--- src/rtl/mem_port_arbiter.sv ---
// Two-client round-robin arbiter in front of a single-port RAM with a 1-cycle registered read.
// One access in flight at a time; addresses at or beyond MEMORY_QTY complete with err and no RAM access.
module mem_port_arbiter #(
   parameter int WORD_SIZE    = 8,
   parameter int ADDRESS_SIZE = 4,
   parameter int MEMORY_QTY   = 16
) (
   input  logic                      clock,
   input  logic                      reset,
   input  logic [1:0]                req,
   input  logic [1:0]                we,
   input  logic [2*ADDRESS_SIZE-1:0] addr,
   input  logic [2*WORD_SIZE-1:0]    wdata,
   output logic [1:0]                ack,
   output logic [1:0]                err,
   output logic [WORD_SIZE-1:0]      rdata,
   output logic                      busy,
   output logic                      mem_en,
   output logic                      mem_we,
   output logic [ADDRESS_SIZE-1:0]   mem_addr,
   output logic [WORD_SIZE-1:0]      mem_wdata,
   input  logic [WORD_SIZE-1:0]      mem_rdata
);

   typedef enum logic [1:0] {IDLE, ISSUE, WAIT, DONE} state_t;

   state_t                  state_reg, state_next;
   logic                    grant_reg, grant_next;
   logic                    last_grant_reg, last_grant_next;
   logic                    we_reg, we_next;
   logic                    fault_reg, fault_next;
   logic [1:0]              ack_reg, ack_next;
   logic [1:0]              err_reg, err_next;
   logic [WORD_SIZE-1:0]    rdata_reg, rdata_next;
   logic                    busy_reg, busy_next;
   logic                    mem_en_reg, mem_en_next;
   logic                    mem_we_reg, mem_we_next;
   logic [ADDRESS_SIZE-1:0] mem_addr_reg, mem_addr_next;
   logic [WORD_SIZE-1:0]    mem_wdata_reg, mem_wdata_next;
   logic                    grant_sel;

   logic [ADDRESS_SIZE-1:0] client_addr     [2];
   logic [WORD_SIZE-1:0]    client_wdata    [2];
   logic                    client_in_range [2];

   // Range check is done at grant time so mem_en can be a plain register in ISSUE.
   generate
      for (genvar gi = 0; gi < 2; gi++) begin : g_client
         assign client_addr[gi]     = addr[gi*ADDRESS_SIZE +: ADDRESS_SIZE];
         assign client_wdata[gi]    = wdata[gi*WORD_SIZE +: WORD_SIZE];
         assign client_in_range[gi] = (32'(client_addr[gi]) < MEMORY_QTY);
      end
   endgenerate

   always_ff @(posedge clock or posedge reset) begin
      if (reset) begin
         state_reg      <= IDLE;
         grant_reg      <= 1'b0;
         last_grant_reg <= 1'b1;
         we_reg         <= 1'b0;
         fault_reg      <= 1'b0;
         ack_reg        <= '0;
         err_reg        <= '0;
         rdata_reg      <= '0;
         busy_reg       <= 1'b0;
         mem_en_reg     <= 1'b0;
         mem_we_reg     <= 1'b0;
         mem_addr_reg   <= '0;
         mem_wdata_reg  <= '0;
      end else begin
         state_reg      <= state_next;
         grant_reg      <= grant_next;
         last_grant_reg <= last_grant_next;
         we_reg         <= we_next;
         fault_reg      <= fault_next;
         ack_reg        <= ack_next;
         err_reg        <= err_next;
         rdata_reg      <= rdata_next;
         busy_reg       <= busy_next;
         mem_en_reg     <= mem_en_next;
         mem_we_reg     <= mem_we_next;
         mem_addr_reg   <= mem_addr_next;
         mem_wdata_reg  <= mem_wdata_next;
      end
   end

   always_comb begin
      state_next      = state_reg;
      grant_next      = grant_reg;
      last_grant_next = last_grant_reg;
      we_next         = we_reg;
      fault_next      = fault_reg;
      ack_next        = '0;
      err_next        = '0;
      rdata_next      = rdata_reg;
      mem_en_next     = 1'b0;
      mem_we_next     = 1'b0;
      mem_addr_next   = mem_addr_reg;
      mem_wdata_next  = mem_wdata_reg;
      grant_sel       = ~last_grant_reg;

      case (state_reg)
         IDLE: begin
            if (req != 2'b00) begin
               // On a tie the client that did not win last time goes first.
               if (req == 2'b11) grant_sel = ~last_grant_reg;
               else              grant_sel = req[1];
               grant_next      = grant_sel;
               last_grant_next = grant_sel;
               we_next         = we[grant_sel];
               fault_next      = ~client_in_range[grant_sel];
               if (client_in_range[grant_sel]) begin
                  mem_en_next    = 1'b1;
                  mem_we_next    = we[grant_sel];
                  mem_addr_next  = client_addr[grant_sel];
                  mem_wdata_next = client_wdata[grant_sel];
               end
               state_next = ISSUE;
            end
         end
         ISSUE: begin
            if (fault_reg || we_reg) begin
               ack_next[grant_reg] = 1'b1;
               err_next[grant_reg] = fault_reg;
               state_next          = DONE;
            end else begin
               state_next = WAIT;
            end
         end
         WAIT: begin
            rdata_next          = mem_rdata;
            ack_next[grant_reg] = 1'b1;
            state_next          = DONE;
         end
         DONE:    state_next = IDLE;
         default: state_next = IDLE;
      endcase

      busy_next = (state_next != IDLE);
   end

   assign ack       = ack_reg;
   assign err       = err_reg;
   assign rdata     = rdata_reg;
   assign busy      = busy_reg;
   assign mem_en    = mem_en_reg;
   assign mem_we    = mem_we_reg;
   assign mem_addr  = mem_addr_reg;
   assign mem_wdata = mem_wdata_reg;

endmodule

--- config.mk ---
export PLATFORM = sky130hd
export DESIGN_NAME = mem_port_arbiter
export DESIGN_NICKNAME = d
export VERILOG_FILES = /design/src/rtl/mem_port_arbiter.sv
export SDC_FILE = /design/constraint.sdc
export NUM_CORES = 1
export LEC_CHECK = 0
export CAP_MARGIN = 40
export CORE_MARGIN = 2
export CORE_UTILIZATION = 40
export CTS_CLUSTER_DIAMETER = 200
export DETAILED_ROUTE_END_ITERATION = 12
export GPL_ROUTABILITY_DRIVEN = 0
export GPL_TIMING_DRIVEN = 1
export PLACE_DENSITY = 0.78
export SLEW_MARGIN = 20
export SYNTH_ARGS = -nofsm -noshare
export SYNTH_HDL_FRONTEND = slang
export SYNTH_SLANG_ARGS = --single-unit
--- constraint.sdc ---
create_clock -name clock -period 1.68 [get_ports clock]
set_input_delay 0.252 -clock clock [delete_from_list [all_inputs] [get_ports clock]]
set_output_delay 0.252 -clock clock [all_outputs]
set_load 0.005 [all_outputs]
==> qor_table.md, run 1 <==
| Item | Value |
|:---|:---|
| Run status | finished clean |
| Switching part of the total power | 32.7% |
| Design internal power | 2.26 mW |
| Critical path depth in cells | 5 |
| Fraction of registers with async set or reset after synthesis | 100% |
| Critical path cell sequence | inv_1, ha_1, nand2b_1, o32a_1, or2_1 |
| Clock Sink Count | 30 |
| Portion of the post-synthesis area used by sequential elements | 55.9% |
| First-pass GRT wire length | 4440 um |
| Netlist Area Pre-Place | 0.00135 mm2 |
| Chip height | 62.0 um |
| Bufs and invs on worst path | 1 |
| Iteration-0 DRC count of the detailed router | 14 |
| Setup TNS | 0 ps |
| Post-detailed-route count of antenna-violating nets | 0 |
| Antenna violations before repair | 0 |
| Number of standard cells in the layout, taps in and fillers out | 234 |
| Die Wd | 62.0 um |
| Total iterations of the first detailed-routing run | 4 |
| Min-Delay Path Class | in2async |
| Overall routed net length | 2950 um |
| Flip-flop cell with the highest count after synthesis | sky130_fd_sc_hd__dfrtp_1 |
| Placed insts | 226 |
| Area added between synthesis and finish | 55.7% |
| Post-placement cell area | 0.00204 mm2 |
| Reg2reg start | state_reg[0] |
| Max Used Layer | met4 |
| Clock-pin slew reported for the worst setup and hold paths after clock tree synthesis | 90 ps |
| CTS root buffer | sky130_fd_sc_hd__clkbuf_4 |
| Wirelength per Cell | 12.6 um |
| Power share of the clock group | 11.7% |
| Share of post-route cells with drive strength above 1 | 23.4% |
| Total met3 wirelength after detailed routing | 226 um |
| Slowest-stage cell, CP | sky130_fd_sc_hd__dfrtp_1 |
| Maximum capacitance violations | 0 |
| Sequential fraction of design power | 37.8% |
| Portion of the clock cycle consumed by the worst path in the final layout | 88.7% |
| Synthesis-stage register bit count | 30 |
| Fin Clk Skew | 7.62 ps |
| Met2 wire length | 1490 um |
| Top post-synthesis cells by count | sky130_fd_sc_hd__dfrtp_1, sky130_fd_sc_hd__a21oi_2, sky130_fd_sc_hd__nor2_1 |
| Synthesized instance count | 118 |
| RSZ-0062 raised after global routing | false |
| Setup fix buffers added after clock tree synthesis | 0 |
| Number of flops mapped to enable cells by yosys | 0 |
| Count of standard-cell rows | 21 |
| Switching power | 1.10 mW |
| H-tree depth | 2 |
| Placed wire-length estimate after detailed placement | 2360 um |
| Die Outline Area | 0.00385 mm2 |
| Capture instance of the worst register-to-register path | busy |
| Final layout net count | 228 |
| Worst Setup End Kind | register |
| Number of global-route vias before repair | 1031 |
| WL met1 | 1180 um |
| Cell type contributing the most total cell area after synthesis | sky130_fd_sc_hd__dfrtp_1 |
| Final hold viol count | 0 |
| Final Max Tran Viols | 0 |
| Distinct cell type count of the synthesized netlist | 25 |
| Class of the most critical setup path | reg2reg |
| Crit path time final | 1490 ps |
| Power density cells | 1600 mW/mm2 |
| Post-route cell area | 0.00210 mm2 |
| Global-route congestion overflow total | 0 |
| Reg-to-reg setup timing slack | 190 ps |
| Area share of the largest cell type after synthesis | 53.9% |
| Pin count of the biggest net entering global routing | 22 |
| Count of cells along the worst register-to-register path | 5 |
| Num ports | 65 |
| Drc violations | 0 |
| Top fanout value on the critical path | 6 |
| Clock tree from TritonCTS | yes |
| Max rail drop VDD | 627 uV |
| Leak pwr | 0.894 nW |
| GRT Util Overall | 16.2% |
| Via-per-instance ratio | 4.75 |
| Total of endpoints with negative setup slack in the final report | 0 |
| Number of buffers created by CTS | 5 |
| Worst Setup Start Kind | register |
| Number of input and output port buffers inserted | 62 |
| PostCTS Resize Cnt | 0 |
| Count of synthesis-stage warnings from yosys | 0 |
| Mean Syn Cell Area | 11.4 um2 |
| Critical path arrival | 1710 ps |
| Number of filler instances in the final layout | 259 |
| Worst EP required | 1900 ps |
| Launching element of the worst setup path | state_reg[0] |
| Largest cells by area after synthesis | sky130_fd_sc_hd__dfrtp_1, sky130_fd_sc_hd__a21oi_2, sky130_fd_sc_hd__mux2_2 |
| Crit path to | busy |
| Hold Buf Count CTS | 0 |
| Worst path top cell family by delay | flip-flops |
| Worst-case clock buffer depth | 2 |
| Share of power burned in combinational logic | 50.4% |
| Most frequent cell after synthesis | sky130_fd_sc_hd__dfrtp_1 |
| Clock latency at the later pin of the worst-skew pair | 330 ps |
| Initial cell density of the core | 41.0% |
| Core area | 0.00328 mm2 |
| Maximum clock rate | 671 MHz |
| Total inserted antenna cells | 0 |
| Worst path max stage delay | 430 ps |
| Total via count in the routed design | 1112 |
[tightest hold or removal path, stage by stage]
cell and delay, ps:
sky130_fd_sc_hd__clkdlybuf4s50_1 390, sky130_fd_sc_hd__inv_1 80, sky130_fd_sc_hd__buf_4 170
[routing by layer]
layer	vias to the layer above	track usage, %
li1	530	-
met1	533	17.6
met2	42	29.0
met3	7	5.59
met4	0	6.08
met5	-	0
[power groups by stage]
stage | logic, mW | clock network [mW] | registers [mW]
6_report | 1.69 | 0.394 | 1.27
5_1_grt | 1.87 | 0.438 | 1.32
4_1_cts | 1.72 | 0.406 | 1.28
3_5_place_dp | 1.72 | 0 | 1.29
3_3_place_gp | 1.66 | 0 | 1.27
2_1_floorplan | 0.842 | 0 | 1.28
[cell type report]
class	count	area, um2	share of cell area (%)
Tap cell	46	57.6	2.75
Timing Repair Buffer	68	691	33.0
Inverter	4	15.0	0.716
Clock buffer	6	41.3	1.97
Sequential cell	30	752	35.9
Multi-Input combinational cell	78	529	25.3
Clock inverter	2	10.0	0.478
[cell families after synthesis]
kind of cell	Yosys count	synth area share [%]
AO/OA/AOI/OAI	33	19.3
other	1	0.279
buffers and inverters	11	5.11
AND/OR/NAND/NOR	31	9.20
multiplexers	9	7.44
flip-flops	30	55.9
adder cells (fa/ha/maj)	3	2.79
[how the worst min path moves through the flow]
| stage | startpoint | endpoint | cells after the start |
|---|---|---|---|
| 2_1_floorplan | req[0] | last_grant_reg | 1 |
| 3_3_place_gp | grant_reg | ack[0] | 1 |
| 3_5_place_dp | grant_reg | ack[0] | 1 |
| 4_1_cts | reset | rdata[2] | 3 |
| 5_1_grt | reset | rdata[7] | 3 |
| 6_report | reset | rdata[7] | 3 |
[per-stage QoR]
step / worst slack [ps] / total power [mW] / hold slack [ps] / utilization [%]
after floorplan: 297 / 2.13 / 322 / -
after global placement: 99.4 / 2.93 / 445 / 62.2
after detailed placement: 69.0 / 3.01 / 453 / 62.2
after CTS: 198 / 3.40 / 243 / 63.8
after global routing: 75.6 / 3.62 / 265 / 63.8
final: 190 / 3.36 / 234 / 63.8
[placed cells by master (no fill, tap or decap), types with 4 or more instances in the layout]
master	synthesis	layout
sky130_fd_sc_hd__a21oi_1	8	8
sky130_fd_sc_hd__a21oi_2	18	18
sky130_fd_sc_hd__buf_4	5	4
sky130_fd_sc_hd__clkbuf_4	0	5
sky130_fd_sc_hd__clkdlybuf4s50_1	0	62
sky130_fd_sc_hd__dfrtp_1	29	29
sky130_fd_sc_hd__mux2_2	8	8
sky130_fd_sc_hd__nand2_1	13	13
sky130_fd_sc_hd__nor2_1	15	15
No activity file was read; power rests on OpenSTA's default activity.
==> run 2, diff against run 1 <==
SLEW_MARGIN = default   (was 20)
==> results of run 2 <==
Final layout, timing and power as in run 1 (identical DEF).
==> run 3, diff against run 2 <==
REMOVE_ABC_BUFFERS = 1   (was default)
==> run 3 against run 2 <==
- via count decreased by 0.45%
- hold slack improved by 71 ps
- clock skew is 1.0 ps higher
- wire length grew 8.1%
- critical path type is now reg2out
- highest routed layer unchanged
==> qor_table.md, run 3 (synthesis results as in run 1) <==
| Item | Value | Change |
|:---|:---|:---|
| Final hold viol count | 0 | unchanged |
| Most common cell after layout, fill and taps aside | sky130_fd_sc_hd__clkdlybuf4s50_1 | unchanged |
| Share of post-route cells with drive strength above 1 | 23.8% | was 23.4% |
| Fin Clk Skew | 8.66 ps | was 7.62 ps |
| Post-detailed-route count of antenna-violating nets | 0 | unchanged |
| Number of input and output port buffers inserted | 62 | unchanged |
| Min-Delay Path Class | in2async | unchanged |
| Core area | 0.00328 mm2 | unchanged |
| Worst path top cell family by delay | buffers and inverters | was flip-flops |
| Global Route met3 Usage | 7.66% | was 5.59% |
| Share of power burned in combinational logic | 50.0% | was 50.4% |
| Number of filler instances in the final layout | 287 | was 259 |
| RSZ-0062 raised after global routing | false | unchanged |
| PostCTS Resize Cnt | 0 | unchanged |
| Total inserted antenna cells | 0 | unchanged |
| Total iterations of the first detailed-routing run | 3 | was 4 |
| Storage cell area | 752 um2 | unchanged |
| Worst Setup End Kind | output port | was register |
| Switching part of the total power | 32.5% | was 32.7% |
| Commonest cells after routing, fill and taps aside | sky130_fd_sc_hd__clkdlybuf4s50_1, sky130_fd_sc_hd__dfrtp_1, sky130_fd_sc_hd__a21oi_2 | unchanged |
| Die Outline Area | 0.00385 mm2 | unchanged |
| Clock tree from TritonCTS | yes | unchanged |
| Portion of the clock cycle consumed by the worst path in the final layout | 87.8% | was 88.7% |
| Overall routed net length | 3190 um | was 2950 um |
| Number of buffers created by CTS | 5 | unchanged |
| Leak pwr | 0.896 nW | was 0.894 nW |
| Hold Buf Count CTS | 0 | unchanged |
| Setup fix buffers added after clock tree synthesis | 0 | unchanged |
| Maximum clock rate | 678 MHz | was 671 MHz |
| Critical path cell sequence | clkdlybuf4s50_1 | was inv_1, ha_1, nand2b_1, o32a_1, or2_1 |
| Number of global-route vias before repair | 1112 | was 1031 |
| Count of standard-cell rows | 21 | unchanged |
| Placed insts | 227 | was 226 |
| Max rail drop VDD | 551 uV | was 627 uV |
| Critical path arrival | 1220 ps | was 1710 ps |
| Worst EP required | 1430 ps | was 1900 ps |
| Initial cell density of the core | 41.0% | unchanged |
| First-pass GRT wire length | 4960 um | was 4440 um |
| H-tree depth | 2 | unchanged |
| Num ports | 65 | unchanged |
| Slowest-stage cell, CP | sky130_fd_sc_hd__clkdlybuf4s50_1 | was sky130_fd_sc_hd__dfrtp_1 |
| Global-route congestion overflow total | 0 | unchanged |
| Setup TNS | 0 ps | unchanged |
| Class of the most critical setup path | reg2out | was reg2reg |
| Most Used Layer, Global Route | met2 | unchanged |
| Wirelength per Cell | 13.6 um | was 12.6 um |
| Worst-case clock buffer depth | 2 | unchanged |
| Worst path max stage delay | 530 ps | was 430 ps |
| Antenna violations before repair | 0 | unchanged |
| Drc violations | 0 | unchanged |
| Maximum capacitance violations | 0 | unchanged |
| Pin count of the biggest net entering global routing | 31 | was 22 |
| Number of standard cells in the layout, taps in and fillers out | 235 | was 234 |
| Worst Setup Start Kind | register | unchanged |
| Final layout net count | 229 | was 228 |
| Placed wire-length estimate after detailed placement | 2560 um | was 2360 um |
| Clock latency at the later pin of the worst-skew pair | 330 ps | about the same |
| Via-per-instance ratio | 4.71 | was 4.75 |
| CTS root buffer | sky130_fd_sc_hd__clkbuf_4 | unchanged |
| Power density cells | 1620 mW/mm2 | was 1600 mW/mm2 |
| Bufs and invs on worst path | 1 | unchanged |
| Clock Sink Count | 30 | unchanged |
| Run status | finished clean | unchanged |
| Power share of the clock group | 12.9% | was 11.7% |
| Die Wd | 62.0 um | unchanged |
| Crit path time final | 1470 ps | was 1490 ps |
| Chip height | 62.0 um | unchanged |
| Switching power | 1.11 mW | was 1.10 mW |
| Total area of multi-input combinational cells | 529 um2 | unchanged |
| Clock-pin slew reported for the worst setup and hold paths after clock tree synthesis | 90 ps | about the same |
| Iteration-0 DRC count of the detailed router | 30 | was 14 |
| GR Layer Usage met1 | 19.0% | was 17.6% |
| Global-route met2 utilization | 33.3% | was 29.0% |
| Top fanout value on the critical path | 2 | was 6 |
| Design internal power | 2.30 mW | was 2.26 mW |
| GRT Util Overall | 18.4% | was 16.2% |
| Total of endpoints with negative setup slack in the final report | 0 | unchanged |
| Final Max Tran Viols | 0 | unchanged |
| Sequential fraction of design power | 37.1% | was 37.8% |
| Total via count in the routed design | 1107 | was 1112 |
| Area added between synthesis and finish | 55.9% | was 55.7% |
run 3: metal layers:
| layer | part of all wire (%) | up-vias |
|---|---|---|
| met1 | 39 | 523 |
| met2 | 51 | 46 |
| li1 | - | 531 |
| met5 | 0 | - |
| met4 | 1.4 | 0 |
| met3 | 8.7 | 7 |
run 3: through the flow:
step / utilization (%) / hold WS, ps / setup slack, ps / power (mW) / area (um2)
finish: 63.9 / 305 / 206 / 3.40 / 2100
global route: 63.9 / 342 / 128 / 3.68 / 2100
CTS: 63.9 / 309 / 179 / 3.46 / 2100
detailed placement: 62.1 / 452 / 125 / 3.01 / 2040
global placement: 62.1 / 438 / 196 / 2.92 / 2040
floorplan: - / 322 / 235 / 2.07 / 1300
run 3: cell type report:
type,count,area share [%]
clock buffers,7,2.62
clock inverters,1,0.238
inverters,4,0.715
multi-input cells,78,25.2
repair buffers,69,32.7
well taps,46,2.74
flip-flops and latches,30,35.8
run 3: final timing paths:
| check | from | to | slack (ps) | cells past startpoint |
|---|---|---|---|---|
| max in group asynchronous | reset | last_grant_reg | 1070 | 3 |
| min in group clock | grant_reg | ack[0] | 460 | 1 |
| min | reset | state_reg[1] | 300 | 3 |
| min reg2reg | grant_reg | ack[0] | 460 | 1 |
| max reg2reg | state_reg[0] | busy | 230 | 5 |
| max | mem_wdata[3] | mem_wdata[3] | 210 | 1 |
run 3: power groups by stage:
| stage | logic [mW] | registers [mW] | clock network [mW] |
|---|---|---|---|
| after detailed placement | 1.73 | 1.28 | 0 |
| after CTS | 1.73 | 1.26 | 0.459 |
| after floorplan | 0.790 | 1.28 | 0 |
| after global placement | 1.66 | 1.26 | 0 |
| final | 1.70 | 1.26 | 0.440 |
| after global routing | 1.89 | 1.31 | 0.488 |
